## src/rtl/rgb_channel_joiner.sv

```systemverilog
// rtl/rgb_channel_joiner.sv - joins three buffered 8-bit channels into a positioned 24-bit pixel stream; optional RGB_JOINER_GRAY_EN adds o_pix_gray

// Per-channel FIFO: registered busy (full), push on vld&~busy, pop on request.
module rgb_joiner_chan_fifo #(
  parameter int DEPTH = 2,
  parameter int WIDTH = 8
) (
  input  logic             i_clk,
  input  logic             i_rst,
  input  logic             i_vld,
  input  logic [WIDTH-1:0] i_data,
  output logic             o_busy,
  input  logic             i_pop,
  output logic             o_vld,
  output logic [WIDTH-1:0] o_data
);

  localparam int AW = (DEPTH > 1) ? $clog2(DEPTH) : 1;
  localparam int CW = AW + 1;
  localparam logic [CW-1:0] C_FULL = CW'(DEPTH);

  logic [WIDTH-1:0] r_mem [DEPTH];
  logic [AW-1:0]    r_wr_ptr;
  logic [AW-1:0]    r_rd_ptr;
  logic [CW-1:0]    r_cnt;
  logic             r_busy;

  logic             w_push;
  logic             w_pop;
  logic [CW-1:0]    w_cnt_nxt;

  // busy already blocks pushes into a full FIFO; pop is only honoured when data exists
  assign w_push = i_vld & ~r_busy;
  assign w_pop  = i_pop & (r_cnt != '0);

  // Occupancy after this edge; simultaneous push and pop cancel out
  always_comb begin
    w_cnt_nxt = r_cnt;
    case ({w_push, w_pop})
      2'b10:   w_cnt_nxt = r_cnt + 1'b1;
      2'b01:   w_cnt_nxt = r_cnt - 1'b1;
      default: w_cnt_nxt = r_cnt;
    endcase
  end

  // Pointers, count and busy; busy sits high through reset and drops on the first edge after
  always_ff @(posedge i_clk or negedge i_rst) begin
    if (!i_rst) begin
      r_wr_ptr <= '0;
      r_rd_ptr <= '0;
      r_cnt    <= '0;
      r_busy   <= 1'b1;
    end else begin
      if (w_push) r_wr_ptr <= r_wr_ptr + 1'b1;
      if (w_pop)  r_rd_ptr <= r_rd_ptr + 1'b1;
      r_cnt  <= w_cnt_nxt;
      r_busy <= (w_cnt_nxt == C_FULL);
    end
  end

  // Storage needs no reset: entries are only visible through the reset pointers
  always_ff @(posedge i_clk) begin
    if (w_push) r_mem[r_wr_ptr] <= i_data;
  end

  assign o_busy = r_busy;
  assign o_vld  = (r_cnt != '0);
  assign o_data = r_mem[r_rd_ptr];

endmodule

// Joiner top: three channel FIFOs feeding one output register with position tracking.
module rgb_channel_joiner #(
  parameter int IMG_W      = 256,
  parameter int IMG_H      = 256,
  parameter int FIFO_DEPTH = 2
) (
  input  logic                     i_clk,
  input  logic                     i_rst,
  output logic                     i_newR_busy,
  input  logic                     i_newR_vld,
  input  logic [7:0]               i_newR_data,
  output logic                     i_newG_busy,
  input  logic                     i_newG_vld,
  input  logic [7:0]               i_newG_data,
  output logic                     i_newB_busy,
  input  logic                     i_newB_vld,
  input  logic [7:0]               i_newB_data,
  input  logic                     o_pix_busy,
  output logic                     o_pix_vld,
  output logic [23:0]              o_pix_data,
  output logic [$clog2(IMG_W)-1:0] o_pix_x,
  output logic [$clog2(IMG_H)-1:0] o_pix_y,
  output logic                     o_pix_last,
  output logic [15:0]              o_frame_cnt
`ifdef RGB_JOINER_GRAY_EN
  ,
  output logic [7:0]               o_pix_gray
`endif
);

  localparam int XW = $clog2(IMG_W);
  localparam int YW = $clog2(IMG_H);
  localparam logic [XW-1:0] X_MAX = XW'(IMG_W - 1);
  localparam logic [YW-1:0] Y_MAX = YW'(IMG_H - 1);

  logic          w_r_vld;
  logic          w_g_vld;
  logic          w_b_vld;
  logic [7:0]    w_r_data;
  logic [7:0]    w_g_data;
  logic [7:0]    w_b_data;
  logic          w_all_vld;
  logic          w_out_hs;
  logic          w_load;

  logic          r_pix_vld;
  logic [23:0]   r_pix_data;
  logic [XW-1:0] r_x;
  logic [YW-1:0] r_y;
  logic          r_last;
  logic [15:0]   r_frame_cnt;

  logic [XW-1:0] w_x_nxt;
  logic [YW-1:0] w_y_nxt;
  logic          w_frame_done;

  rgb_joiner_chan_fifo #(.DEPTH(FIFO_DEPTH), .WIDTH(8)) u_fifo_r (
    .i_clk  (i_clk),
    .i_rst  (i_rst),
    .i_vld  (i_newR_vld),
    .i_data (i_newR_data),
    .o_busy (i_newR_busy),
    .i_pop  (w_load),
    .o_vld  (w_r_vld),
    .o_data (w_r_data)
  );

  rgb_joiner_chan_fifo #(.DEPTH(FIFO_DEPTH), .WIDTH(8)) u_fifo_g (
    .i_clk  (i_clk),
    .i_rst  (i_rst),
    .i_vld  (i_newG_vld),
    .i_data (i_newG_data),
    .o_busy (i_newG_busy),
    .i_pop  (w_load),
    .o_vld  (w_g_vld),
    .o_data (w_g_data)
  );

  rgb_joiner_chan_fifo #(.DEPTH(FIFO_DEPTH), .WIDTH(8)) u_fifo_b (
    .i_clk  (i_clk),
    .i_rst  (i_rst),
    .i_vld  (i_newB_vld),
    .i_data (i_newB_data),
    .o_busy (i_newB_busy),
    .i_pop  (w_load),
    .o_vld  (w_b_vld),
    .o_data (w_b_data)
  );

  // A pixel exists only when every channel has its component; the output
  // register accepts it when empty or emptying this edge (full throughput)
  assign w_all_vld = w_r_vld & w_g_vld & w_b_vld;
  assign w_out_hs  = r_pix_vld & ~o_pix_busy;
  assign w_load    = w_all_vld & (~r_pix_vld | w_out_hs);

  // Output register: load packed pixel, or drop valid once it has been taken
  always_ff @(posedge i_clk or negedge i_rst) begin
    if (!i_rst) begin
      r_pix_vld  <= 1'b0;
      r_pix_data <= '0;
    end else if (w_load) begin
      r_pix_vld  <= 1'b1;
      r_pix_data <= {w_b_data, w_g_data, w_r_data};
    end else if (w_out_hs) begin
      r_pix_vld  <= 1'b0;
    end
  end

  // Next raster position; advances only when the presented pixel is consumed
  always_comb begin
    w_x_nxt      = r_x;
    w_y_nxt      = r_y;
    w_frame_done = 1'b0;
    if (w_out_hs) begin
      if (r_x == X_MAX) begin
        w_x_nxt = '0;
        if (r_y == Y_MAX) begin
          w_y_nxt      = '0;
          w_frame_done = 1'b1;
        end else begin
          w_y_nxt = r_y + 1'b1;
        end
      end else begin
        w_x_nxt = r_x + 1'b1;
      end
    end
  end

  // Position, last-pixel flag and frame counter registers
  always_ff @(posedge i_clk or negedge i_rst) begin
    if (!i_rst) begin
      r_x         <= '0;
      r_y         <= '0;
      r_last      <= 1'b0;
      r_frame_cnt <= '0;
    end else begin
      r_x    <= w_x_nxt;
      r_y    <= w_y_nxt;
      r_last <= (w_x_nxt == X_MAX) && (w_y_nxt == Y_MAX);
      if (w_frame_done) r_frame_cnt <= r_frame_cnt + 16'd1;
    end
  end

`ifdef RGB_JOINER_GRAY_EN
  logic [15:0] w_gray_sum;
  logic [7:0]  r_gray;

  // Luma weights sum to 256, so the upper byte is the gray value; the
  // maximum 256*255 fits in 16 bits
  assign w_gray_sum = (16'd77  * {8'd0, w_r_data})
                    + (16'd150 * {8'd0, w_g_data})
                    + (16'd29  * {8'd0, w_b_data});

  // Gray loads alongside the pixel so it needs no extra pipeline stage
  always_ff @(posedge i_clk or negedge i_rst) begin
    if (!i_rst) begin
      r_gray <= '0;
    end else if (w_load) begin
      r_gray <= w_gray_sum[15:8];
    end
  end

  assign o_pix_gray = r_gray;
`endif

  assign o_pix_vld   = r_pix_vld;
  assign o_pix_data  = r_pix_data;
  assign o_pix_x     = r_x;
  assign o_pix_y     = r_y;
  assign o_pix_last  = r_last;
  assign o_frame_cnt = r_frame_cnt;

endmodule

```

## config.mk

```make
export PLATFORM = sky130hd
export DESIGN_NAME = rgb_channel_joiner
export DESIGN_NICKNAME = d
export VERILOG_FILES = /design/src/rtl/rgb_channel_joiner.sv
export SDC_FILE = /design/constraint.sdc
export NUM_CORES = 1
export LEC_CHECK = 0
export CAP_MARGIN = 20
export CORE_UTILIZATION = 52
export DETAILED_ROUTE_END_ITERATION = 10
export PLACE_DENSITY_LB_ADDON = 0.12
export SLEW_MARGIN = 10
export SYNTH_ARGS = -nofsm -noshare
export SYNTH_HDL_FRONTEND = slang
export SYNTH_SLANG_ARGS = --single-unit
```

## constraint.sdc

```tcl
create_clock -name i_clk -period 2.9 [get_ports i_clk]
set_clock_uncertainty 0.05 [all_clocks]
set_input_delay 0.725 -clock i_clk [delete_from_list [all_inputs] [get_ports i_clk]]
set_output_delay 0.725 -clock i_clk [all_outputs]
set_load 0.01 [all_outputs]
```

==> qor.csv <==
metric,value,unit
outcome,"complete, no violations",
path_buf_inv,1,
cts_resized,0,
area_delta_synth_final,33.8,%
synthTopCellsByArea,"dfrtp_1 (35%), edfxtp_1 (29%), mux2i_1 (4.9%)",
cts_tree,done,
drc,0,
irDropWorstVdd,473,uV
yosysMostFrequentCell,dfrtp_1,
synthSimpleGateAreaFrac,12.8,%
yosysTopAreaCell,dfrtp_1,
async_reset_ff_share,60.3,%
grt_usage,21.0,%
vias_per_cell,5.23,
finalNonFillerCells,612,
gp_congestion,0.858,
wl,9.29,mm
slowest_stage,clkdlybuf4s50_1,
arrival,1.64,ns
worstPathCellList,clkdlybuf4s50_1,
synth_area_per_cell,13.5,um^2
dpl.hpwl,6.19,mm
die_area,9920,um^2
finalHoldViolCount,0,
final-max-slew-violation-count,0,
final_nets,506,
period_needed,2.42,ns
combPwrFrac,28.4,%
grt_pass1_wl,15.6,mm
drive_gt1_share,11.8,%
synthesis.nets,402,
synth_seq_cells,121,
vias,3200,
clkTransAtPathRegs,0.06,ns
insertion_delay,0.51,ns
finalPower,6.77,mW
max_freq,0.413,GHz
yosysTopAreaCellShare,35.4,%
cts_root_buffer,clkbuf_8,
synth_compound_area_share,5.61,%
fin_tns_setup,0,ns
clockBufferDepth,2,
ios,91,
slew_headroom,37.2,%
rsz0062_at_grt,false,
fp.dieH,99.6,um
synth_cells,366,
initial_core_util,53.6,%
cts.sinks,121,
grt_pass1_vias,3287,
overflow,0,
power_switching_share,30.4,%
power_frac_seq,39.7,%
max_stage_delay,0.60,ns
htree_levels,4,
fin_crit_sh,83.4,%
cp_max_fo,9,
num_rows,35,
synth_top_family_by_area,simple AND/OR/NAND/NOR gates,
ys_types,48,
holdCritPathClass,in -> async,
die_w,99.6,um
synth-xor-area-share,6.90,%
synth_mux_area_share,5.31,%
max_cap_violations,0,
antenna_cells,0,
synthAdderAreaFrac,1.52,%
numCtsBuffers,17,
end_kind,output port,
port_buffers,90,
start_kind,register,
power_density,1020,nW/um^2
dr.pass1.iters,4,
postCtsSetupBuffers,0,
synth_ff_type,dfrtp_1,
post-place-cells,580,
detail_route.iter0.violations,90,
antenna_found_initial,0,
yosysWarnings,0,
coreArea,9240,um^2
post_drt_wl_per_cell,15.2,um
finalSetupViolations,0,
synth_common_cells,"dfrtp_1 (70), edfxtp_1 (48), nor2_1 (37), a21oi_1 (29), xnor2_1 (27)",
p_leak,2.69,nW
internal_power,4.71,mW
critical_path_class,reg -> out,
path_delay_family,buffers and inverters,
finalCoreUtilization,71.7,%
ant_nets,0,
ys_seq_area_share,66.1,%
hold_buffers,0,
synth-edff-count,48,
switching_power,2.06,mW
cp.required,2.12,ns
syn_area,4950,um^2
worstMarginPinSlew,0.941,ns
pwr-share-clk,31.9,%
grt_start_max_net_pins,74,
## state kept, by name, indices dropped and copies added (netlist names), 2 cells and up
signal and flops:
u_fifo_b.r_mem 16, u_fifo_g.r_cnt 2, o_pix_y 8, o_pix_data 24
o_frame_cnt 16, u_fifo_r.r_mem 16, u_fifo_g.r_mem 16, o_pix_x 8
u_fifo_r.r_cnt 2, u_fifo_b.r_cnt 2
## through the flow
step / cell area, um^2 / hold WS (ns) / setup WS, ns
2_1_floorplan: 4950 / 0.379 / 0.810
3_3_place_gp: 6000 / 0.412 / 0.187
3_5_place_dp: 6000 / 0.412 / 0.149
4_1_cts: 6630 / 0.340 / 0.458
5_1_grt: 6630 / 0.390 / 0.406
6_report: 6630 / 0.315 / 0.481
## cell type report
| cell class | instances | area, um^2 |
|---|---|---|
| flip-flops and latches | 121 | 3270 |
| fillers | 655 | 2610 |
| multi-input cells | 228 | 1600 |
| repair buffers | 98 | 958 |
| clock buffers | 18 | 428 |
| clock inverters | 14 | 196 |
| well taps | 129 | 161 |
| inverters | 4 | 15.0 |
## power groups by stage
stage	registers (mW)	logic [mW]	clock network, mW
2_1_floorplan	2.67	1.16	0
6_report	2.69	1.92	2.16
5_1_grt	2.75	2.13	2.28
3_3_place_gp	2.70	1.86	0
4_1_cts	2.69	1.95	2.20
3_5_place_dp	2.73	1.92	0
## path summary, 6_finish.rpt
path,start,end,slack [ns],cells past startpoint
max,o_pix_vld,o_pix_vld,0.48,1
min reg2reg,o_frame_cnt[15],o_frame_cnt[15],0.42,1
min,i_rst,o_pix_data[19],0.31,1
max in group asynchronous,i_rst,u_fifo_b.r_wr_ptr,1.88,1
max reg2reg,o_pix_x[0],o_frame_cnt[5],0.61,6
min in group i_clk,o_frame_cnt[15],o_frame_cnt[15],0.42,1
## metal layers
metal / track usage, % / share of wire (%)
met1: 25.7 / 41
met2: 34.4 / 52
met3: 5.76 / 5.3
met4: 10.2 / 1.7
met5: 0 / 0
## placed cells by master, fill, tap and decap left out, types with 11 or more instances in the layout
| cell | n |
|---|---|
| clkdlybuf4s50_1 | 89 |
| dfrtp_1 | 70 |
| edfxtp_1 | 48 |
| nor2_1 | 37 |
| a21oi_1 | 29 |
| xnor2_1 | 27 |
| mux2i_1 | 24 |
| nand2_1 | 19 |
| clkbuf_16 | 16 |
| xor2_1 | 12 |
| nand3_1 | 11 |
## worst register-to-register path: stages (launching register included)
cell	delay (ns)
dfrtp_1	0.51
ha_1	0.33
and2_1	0.33
nand3_4	0.20
nor3_1	0.42
nand4_1	0.16
xnor2_1	0.15
## cell families (layout without fill, tap and decap cells)
| logic type | after synthesis | after routing |
|---|---|---|
| AO/OA/AOI/OAI | 46 | 46 |
| buffers and inverters | 17 | 134 |
| flip-flops | 121 | 121 |
| multiplexers | 26 | 26 |
| AND/OR/NAND/NOR | 111 | 111 |
| XOR/XNOR | 39 | 39 |
| adder cells (fa/ha/maj) | 6 | 6 |
Power figures use the tool's default switching activity.
